[config.mk]
export PLATFORM = sky130hd
export DESIGN_NAME = hwpe_stream_engine
export DESIGN_NICKNAME = d
export VERILOG_FILES = /design/src/rtl/hwpe_stream_engine.sv
export SDC_FILE = /design/constraint.sdc
export NUM_CORES = 1
export LEC_CHECK = 0
export ABC_AREA = 1
export CAP_MARGIN = 20
export CORE_ASPECT_RATIO = 0.7
export CORE_MARGIN = 4
export CORE_UTILIZATION = 40
export DETAILED_ROUTE_END_ITERATION = 8
export GPL_TIMING_DRIVEN = 0
export HOLD_SLACK_MARGIN = 0.12
export PLACE_DENSITY_LB_ADDON = 0.1
export REMOVE_ABC_BUFFERS = 1
export SETUP_SLACK_MARGIN = 0.05
export SLEW_MARGIN = 20
export SYNTH_ARGS = -nofsm -noshare
export SYNTH_HDL_FRONTEND = slang
export SYNTH_SLANG_ARGS = --single-unit
[constraint.sdc]
create_clock -name clk_i -period 3.54 [get_ports clk_i]
set_input_delay 1.062 -clock clk_i [delete_from_list [all_inputs] [get_ports clk_i]]
set_output_delay 1.062 -clock clk_i [all_outputs]
set_load 0.01 [all_outputs]
[src/rtl/hwpe_stream_engine.sv]
// hwpe_stream_engine: joins NB_OPERANDS operand streams, applies a per-job
// element-wise integer op (ADD/SUB/MIN/MAX), and emits results through an
// elastic PIPE_DEPTH-stage pipeline. It counts delivered results against the
// programmed job length and pulses a per-core completion event.
// Optional build macro: HWPE_STREAM_ENGINE_SAT_EN saturates ADD/SUB to the
// signed DATA_WIDTH range instead of wrapping.
module hwpe_stream_engine #(
  parameter int unsigned DATA_WIDTH  = 32,
  parameter int unsigned NB_OPERANDS = 2,
  parameter int unsigned N_CORES     = 2,
  parameter int unsigned PIPE_DEPTH  = 2,
  parameter int unsigned LEN_WIDTH   = 16,
  localparam int unsigned CID_W      = (N_CORES > 1) ? $clog2(N_CORES) : 1
) (
  input  logic                              clk_i,
  input  logic                              rst_ni,
  input  logic                              clear_i,
  input  logic                              start_i,
  input  logic [LEN_WIDTH-1:0]              len_i,
  input  logic [1:0]                        opcode_i,
  input  logic [CID_W-1:0]                  core_id_i,
  input  logic [NB_OPERANDS-1:0]            op_valid_i,
  output logic [NB_OPERANDS-1:0]            op_ready_o,
  input  logic [NB_OPERANDS*DATA_WIDTH-1:0] op_data_i,
  output logic                              res_valid_o,
  input  logic                              res_ready_i,
  output logic [DATA_WIDTH-1:0]             res_data_o,
  output logic                              busy_o,
  output logic                              done_o,
  output logic [N_CORES-1:0]                evt_o,
  output logic [LEN_WIDTH-1:0]              count_o
);

  typedef enum logic [1:0] {S_IDLE, S_RUN, S_DRAIN, S_FIN} state_e;
  typedef enum logic [1:0] {OP_ADD, OP_SUB, OP_MIN, OP_MAX} op_e;

  state_e                 state_q;
  op_e                    opcode_q;
  logic [LEN_WIDTH-1:0]   len_q;
  logic [CID_W-1:0]       core_id_q;
  logic [LEN_WIDTH-1:0]   in_cnt_q;
  logic [LEN_WIDTH-1:0]   out_cnt_q;
  logic [LEN_WIDTH-1:0]   out_cnt_d;
  logic                   busy_q;
  logic                   done_q;
  logic [N_CORES-1:0]     evt_q;

  logic                   fire;
  logic                   res_hs;
  logic [PIPE_DEPTH-1:0]  vld_q;
  logic [DATA_WIDTH-1:0]  dat_q [PIPE_DEPTH];
  logic [PIPE_DEPTH-1:0]  stg_rdy;

  logic signed [DATA_WIDTH-1:0] ops [NB_OPERANDS];
  logic signed [DATA_WIDTH-1:0] sum_c;
  logic signed [DATA_WIDTH-1:0] mn_c;
  logic signed [DATA_WIDTH-1:0] mx_c;
  logic        [DATA_WIDTH-1:0] res_c;

  // Unpack the operand bus, operand 0 in the LSBs
  always_comb begin
    for (int unsigned i = 0; i < NB_OPERANDS; i++) begin
      ops[i] = op_data_i[i*DATA_WIDTH +: DATA_WIDTH];
    end
  end

`ifdef HWPE_STREAM_ENGINE_SAT_EN
  localparam int unsigned EW = DATA_WIDTH + $clog2(NB_OPERANDS) + 1;
  localparam logic signed [EW-1:0] SMAX = {{(EW-DATA_WIDTH+1){1'b0}}, {(DATA_WIDTH-1){1'b1}}};
  localparam logic signed [EW-1:0] SMIN = {{(EW-DATA_WIDTH+1){1'b1}}, {(DATA_WIDTH-1){1'b0}}};
  logic signed [EW-1:0] acc;
  logic signed [EW-1:0] ext;

  // Wide ADD/SUB accumulation, clamped back to the signed DATA_WIDTH range
  always_comb begin
    acc = {{(EW-DATA_WIDTH){ops[0][DATA_WIDTH-1]}}, ops[0]};
    ext = '0;
    for (int unsigned i = 1; i < NB_OPERANDS; i++) begin
      ext = {{(EW-DATA_WIDTH){ops[i][DATA_WIDTH-1]}}, ops[i]};
      if (opcode_q == OP_SUB) acc = acc - ext;
      else                    acc = acc + ext;
    end
    if (acc > SMAX)      sum_c = SMAX[DATA_WIDTH-1:0];
    else if (acc < SMIN) sum_c = SMIN[DATA_WIDTH-1:0];
    else                 sum_c = acc[DATA_WIDTH-1:0];
  end
`else
  // Wrapping ADD/SUB at DATA_WIDTH
  always_comb begin
    sum_c = ops[0];
    for (int unsigned i = 1; i < NB_OPERANDS; i++) begin
      if (opcode_q == OP_SUB) sum_c = sum_c - ops[i];
      else                    sum_c = sum_c + ops[i];
    end
  end
`endif

  // Signed min/max reduction and op select feeding stage 0
  always_comb begin
    mn_c = ops[0];
    mx_c = ops[0];
    for (int unsigned i = 1; i < NB_OPERANDS; i++) begin
      if (ops[i] < mn_c) mn_c = ops[i];
      if (ops[i] > mx_c) mx_c = ops[i];
    end
    case (opcode_q)
      OP_MIN:  res_c = mn_c;
      OP_MAX:  res_c = mx_c;
      default: res_c = sum_c;
    endcase
  end

  // Stage k can load if any stage from k to the output is empty or the sink
  // accepts; computed directly from the valid bits to avoid a ready chain.
  always_comb begin
    logic r;
    for (int unsigned k = 0; k < PIPE_DEPTH; k++) begin
      r = res_ready_i;
      for (int unsigned j = k; j < PIPE_DEPTH; j++) begin
        if (!vld_q[j]) r = 1'b1;
      end
      stg_rdy[k] = r;
    end
  end

  assign fire        = (state_q == S_RUN) && (&op_valid_i) && stg_rdy[0] && (in_cnt_q < len_q);
  assign op_ready_o  = {NB_OPERANDS{fire}};
  assign res_valid_o = vld_q[PIPE_DEPTH-1];
  assign res_data_o  = dat_q[PIPE_DEPTH-1];
  assign res_hs      = res_valid_o && res_ready_i;
  assign out_cnt_d   = out_cnt_q + LEN_WIDTH'(res_hs);

  // Elastic result pipeline; a full stage holds while downstream stalls
  always_ff @(posedge clk_i or negedge rst_ni) begin
    if (!rst_ni) begin
      vld_q <= '0;
      for (int unsigned k = 0; k < PIPE_DEPTH; k++) dat_q[k] <= '0;
    end else if (clear_i) begin
      vld_q <= '0;
      for (int unsigned k = 0; k < PIPE_DEPTH; k++) dat_q[k] <= '0;
    end else begin
      if (stg_rdy[0]) begin
        vld_q[0] <= fire;
        if (fire) dat_q[0] <= res_c;
      end
      for (int unsigned k = 1; k < PIPE_DEPTH; k++) begin
        if (stg_rdy[k]) begin
          vld_q[k] <= vld_q[k-1];
          if (vld_q[k-1]) dat_q[k] <= dat_q[k-1];
        end
      end
    end
  end

  // Job control FSM with registered busy/done/event outputs
  always_ff @(posedge clk_i or negedge rst_ni) begin
    if (!rst_ni) begin
      state_q   <= S_IDLE;
      opcode_q  <= OP_ADD;
      len_q     <= '0;
      core_id_q <= '0;
      in_cnt_q  <= '0;
      out_cnt_q <= '0;
      busy_q    <= 1'b0;
      done_q    <= 1'b0;
      evt_q     <= '0;
    end else if (clear_i) begin
      state_q   <= S_IDLE;
      opcode_q  <= OP_ADD;
      len_q     <= '0;
      core_id_q <= '0;
      in_cnt_q  <= '0;
      out_cnt_q <= '0;
      busy_q    <= 1'b0;
      done_q    <= 1'b0;
      evt_q     <= '0;
    end else begin
      done_q    <= 1'b0;
      evt_q     <= '0;
      out_cnt_q <= out_cnt_d;
      if (fire) in_cnt_q <= in_cnt_q + LEN_WIDTH'(1);
      case (state_q)
        S_IDLE: begin
          if (start_i) begin
            len_q     <= len_i;
            opcode_q  <= op_e'(opcode_i);
            core_id_q <= core_id_i;
            in_cnt_q  <= '0;
            out_cnt_q <= '0;
            if (len_i == '0) begin
              state_q <= S_FIN;
            end else begin
              state_q <= S_RUN;
              busy_q  <= 1'b1;
            end
          end
        end
        S_RUN: begin
          if (fire && ((in_cnt_q + LEN_WIDTH'(1)) == len_q)) state_q <= S_DRAIN;
        end
        S_DRAIN: begin
          // Uses the post-handshake count so a final transfer this cycle
          // moves straight to FIN.
          if (out_cnt_d == len_q) begin
            state_q <= S_FIN;
            busy_q  <= 1'b0;
          end
        end
        S_FIN: begin
          done_q           <= 1'b1;
          evt_q[core_id_q] <= 1'b1;
          state_q          <= S_IDLE;
        end
        default: state_q <= S_IDLE;
      endcase
    end
  end

  assign busy_o  = busy_q;
  assign done_o  = done_q;
  assign evt_o   = evt_q;
  assign count_o = out_cnt_q;

endmodule

== After elaboration in Yosys (flattened, before gate mapping) ==
Index checks and enable logic that the tools add are counted.
Operators by class
  equal/unequal tests: 12
  $lt $le $gt $ge: 5
  add/sub/neg operators: 4
  multiplexer cells: 48
  reduce and logical (&&, ||, !) cells: 21
Operator list (number)
  32-bit two-way mux: 7
  16-bit two-way mux: 10
  64-bit two-way mux: 1
  32-bit case mux with 2 select lines: 1
  32-bit adder: 1
  16-bit == test: 2
  32-bit greater-than comparator: 1
  32-bit < comparator: 1
  32-bit subtractor: 1
  2-bit two-way mux: 11
  16-bit by 1-bit adder with 16-bit output: 1
  16-bit by 1-bit adder with 16-bit output (second input constant): 1
  16-bit zero test: 1
  16-bit < comparator: 1
  1-bit two-way mux: 15
  2-bit nonzero test: 6
  3-bit inequality test (second input constant): 3
  2-bit == test (second input constant): 4
  2-bit case mux with 4 select lines: 1
  2-bit AND reduction: 4
  1-bit logical AND: 6
  2-bit by 1-bit == test with 1-bit output (second input constant): 2
  4-bit AND reduction: 1
  3-bit by 2-bit inequality test with 1-bit output (second input constant): 1
  other kinds (7): 7
Storage, ports and cells
  word-level logic and storage cells: 103
  bits of input ports: 90
  bits in registers: 123

== Logic depth before layout (Yosys ltp) ==
  word-level depth: 8
  mapped depth: 22

== Least setup slack after synthesis ==
OpenSTA, ideal clock, no wires.
  path type: in2reg
  start: in op_data_i[0]
  end: reg dat_q[37] (netlist name)
  slack: 0.498 ns
  stages: 20
  arrival time: 2.925 ns
  buffers on the path: 2
  required time: 3.422 ns
  path through: inv_1 > ha_1 > inv_1 > fa_1 > nand2_1 > nand2_1 > nand3_1 > nand2_1 > nand2_1 > nand2_1 > nand2_2 > nand2_2 > nand2_1 > nand2_4 > buf_6 > buf_6 > nand3_1 > nand3_1 > nand3_1 > nand2_1
Between the ends
  cells in the longest elaborated chain, start to end: 6
  elaborated cells between the ends (all ways): 11
  classes of those cells: 2 x add/sub; 2 x order compare; 7 x mux
RTL lines
  from (decl): line 24  | input logic [NB_OPERANDS*DATA_WIDTH-1:0] op_data_i,
  32-bit adder, or another cell as far along: line 93  | else sum_c = sum_c + ops[i];
  32-bit two-way mux (on tied branches): line 92, 103, 104
  32-bit case mux with 2 select lines *: line 106  | case (opcode_q)
  32-bit two-way mux *: line 144  | if (fire) dat_q[0] <= res_c;
  32-bit two-way mux *: line 142  | if (stg_rdy[0]) begin
  64-bit two-way mux *: line 138  | end else if (clear_i) begin
  to (signal, indexed assignment): line 149  | if (vld_q[k-1]) dat_q[k] <= dat_q[k-1];
  to (decl): line 51  | logic [DATA_WIDTH-1:0] dat_q [PIPE_DEPTH];
Mark *: on every way between the ends. The rest lies on a longest branch, timed or not. The select of a mux whose other input is x is not followed.
A chain may end at the register's enable or synchronous reset.

== Final worst setup path ==
  start: in op_data_i[46]
  end: reg dat_q[48] (netlist name)
Same word-level chain as after synthesis.

==> results.py <==
metrics = {
    "run_status": {
        "status": "completed",
    },
    "yosys": {
        "synth_top_family_by_area": "simple AND/OR/NAND/NOR gates",
        "synth_area_leaders": "dfrtp_1, nand2_1, nand3_1",
        "netlist_top_cells_count": "nand2_1, inv_1, nand3_1",
        "synth-seq-cells": 123,
        "ys_async_sr_fraction_pct": 100,
        "synth_mux_area_share_pct": 0,
        "yosys.cell_types.count": 42,
        "netlist.area_leader.share_pct": 24.8,
        "yosysMostFrequentCell": "nand2_1",
        "netlist_instances": 2032,
        "synth_edf_count": 0,
        "yosys.area.top_type": "dfrtp_1",
        "ys_warn_count": 0,
        "synth-adder-area-share_pct": 8.99,
        "ys.flop_type": "dfrtp_1",
        "yosys.area_share.simple_pct": 39.7,
        "seq_area_frac_synth_pct": 24.8,
        "synth_xor_area_share_pct": 1.82,
        "synth-compound-area-share_pct": 11.7,
        "avgSynthCellArea_um2": 6.11,
        "syn_area_um2": 12400,
    },
    "grt": {
        "grt_use_total_pct": 27.2,
        "grt_max_degree": 94,
        "grt_overflow_total": 0,
        "grt_pass1_wl_um": 71300,
        "grt_pass1_vias": 12294,
        "antenna_found_initial": 1,
    },
    "sta": {
        "hold_ws_ns": 0.431,
        "rsz0062_at_grt": "false",
        "layout_min_cycle_time_ns": 3.43,
        "setup-tns-final_ns": 0,
        "max_freq_mhz": 291,
        "setup_viol": 0,
        "max_slew_margin_pct": 29.0,
        "slew_viol_final": 0,
        "clock_skew_ns": 0.0114,
        "hold_viol": 0,
        "finalCritPeriodShare_pct": 97.0,
        "worstMarginPinSlew_ns": 1.06,
    },
    "drt": {
        "top_layer_used": "met5",
        "vias": 13839,
        "wl_met2_um": 18300,
        "dr.pass1.iters": 5,
        "via_per_inst": 5.36,
        "drc": 0,
        "met3_length_um": 4730,
        "postRouteWirelength_um": 48400,
        "met1_length_um": 24600,
        "first_iter_violations": 1506,
        "ant_nets": 0,
        "wl_per_cell_um": 18.7,
    },
    "critical_path": {
        "reg2reg_depth": 15,
        "crit_type": "primary input to register",
        "r2r_slack_ns": 0.38,
        "startpoint_type": "primary input",
        "r2r-end": "dat_q[42]",
        "reg2reg_from": "len_q[6]",
        "end_kind": "register",
        "path_max_fanout": 7,
        "arrival_ns": 3.73,
        "required_ns": 3.84,
    },
    "finish": {
        "areaGrowthSynthToFinish_pct": 27.2,
        "n_fill_cell": 3083,
        "drive_gt1_share_pct": 9.27,
        "multi_input_area_um2": 8430,
        "instances_no_fill": 2582,
        "fin_nets": 2333,
        "ff_latch_area_um2": 3080,
        "stdcell_area_um2": 15800,
    },
    "min_path": {
        "hold_path_end": "evt_o[0]",
        "hold_start": "core_id_q",
        "min_path_type": "register to register",
        "holdPathStages": 1,
    },
    "power_and_ir_drop": {
        "vdd_drop_max_v": 0.000244,
        "powerDensity_nw_per_um2": 375,
        "power_leakage_nw": 7.73,
    },
    "die": {
        "io_pins": 145,
        "row_count": 53,
        "start_util_pct": 41.0,
        "die_h_um": 155,
        "core_um2": 30300,
        "dieArea_um2": 34000,
        "chipWidth_um": 219,
    },
    "clocking": {
        "cts_max_path_buffers": 2,
        "clk_latency_ns": 0.43,
        "tritoncts": "built",
        "ctsHoldBuffers": 0,
        "clk_pin_slew_ns": 0.06,
        "cts_buffers": 17,
        "numClockSinks": 123,
        "htreeDepth": 4,
        "clockRootBuffer": "clkbuf_16",
    },
    "placement": {
        "io_buffers": 144,
        "placedCellCount": 2493,
        "dpl_cell_area_um2": 14000,
        "gp_congestion": 1.00,
        "dp_hpwl_um": 35100,
    },
    "flow_run": {
        "max_cap_violations": 0,
    },
}
## layout make-up
cell class	instances	area share, %
inverter	274	6.60
sequential	123	19.5
timing repair inverter	1	0.0476
multi-input combinational	1542	53.4
tap	412	3.27
clock buffer	21	2.85
antenna	2	0.0317
timing repair buffer	196	13.4
clock inverter	11	0.912
## logic make-up (layout without fill, tap and decap cells)
family	after synthesis	in the layout
AO/OA/AOI/OAI	260	260
XOR/XNOR	18	18
adder cells (fa/ha/maj)	88	88
buffers and inverters	376	503
flip-flops	123	123
other	0	2
AND/OR/NAND/NOR	1167	1176
## power by group
group / internal [W] / switching, W
clock: 0.00112 / 0.000648
combinational: 0.000900 / 0.00159
sequential: 0.00153 / 0.000126
total: 0.00355 / 0.00236
## metrics by stage
step	power (W)	utilization [%]	worst slack [ns]
floorplan	0.00295	-	-0.593
global placement	0.00372	45.5	-3.67
detailed placement	0.00378	46.2	-1.38
CTS	0.00577	50.3	0.0539
global route	0.00628	52.1	0.0503
finish	0.00592	52.1	0.108
## worst max-delay path: stages
cell	delay, ns
clkdlybuf4s50_1	0.48
inv_1	0.09
ha_4	0.28
nand2_2	0.13
inv_1	0.05
nand2_1	0.07
nand2_2	0.09
a21oi_2	0.21
nand2_2	0.11
nand2_4	0.11
nand3_4	0.16
nand2_8	0.22
buf_12	0.13
nand2_4	0.11
nand2_1	0.09
nand2_1	0.06
nor2_2	0.17
o21ai_1	0.10
## flip-flops by register name, summed over array words and instances, names as in the netlist
signal	count
vld_q	2
done_o	1
in_cnt_q	16
busy_o	1
dat_q	32
core_id_q	1
opcode_q	2
state_q	2
evt_o	2
res_data_o	32
len_q	16
count_o	16
## per-layer routing
metal | global-route usage [%] | vias up
met5 | 0 | -
met4 | 5.59 | 2
met3 | 4.61 | 51
met2 | 36.2 | 590
met1 | 44.7 | 6426
li1 | - | 6770
## cells in the final DEF, fill, tap and decap left out, drive strengths merged, types with 3 or more instances in the layout
cell type and n:
nor3 17, clkinv 5, nand4 26, buf 52, a31oi 7, or2 6
nor4 7, a21oi 86, dlygate4sd2 16, clkinvlp 7, inv 271, a211oi 7
xnor3 5, nand3 266, ha 86, xor2 11, dlymetal6s2s 26, o21a 5
nor2 204, a21o 4, nand2 639, o21bai 21, clkbuf 23, and2 5
bufinv 3, nand3b 4, o22ai 6, clkdlybuf4s50 99, dfrtp 123, o21ai 110
o211ai 12
## how the worst max path moves through the flow
stage / from / to / slack, ns / depth (start not counted)
global placement: rst_ni / in_cnt_q[4] / -3.67 / 1
detailed placement: op_data_i[45] / dat_q[48] / -1.38 / 18
CTS: op_data_i[0] / dat_q[33] / 0.05 / 20
finish: op_data_i[46] / dat_q[48] / 0.11 / 18
global route: op_data_i[51] / dat_q[47] / 0.05 / 15
floorplan: res_ready_i / res_data_o[10] / -0.59 / 3
## repair_timing
item / 4_1_cts / 5_1_grt
gates resized for setup: 105 / 72
endpoints found under the setup margin: 36 / 37
cloned: 8 / 5
setup buffers: 13 / 29
pin swaps: 10 / 23
(Power assumes the default switching activity.)
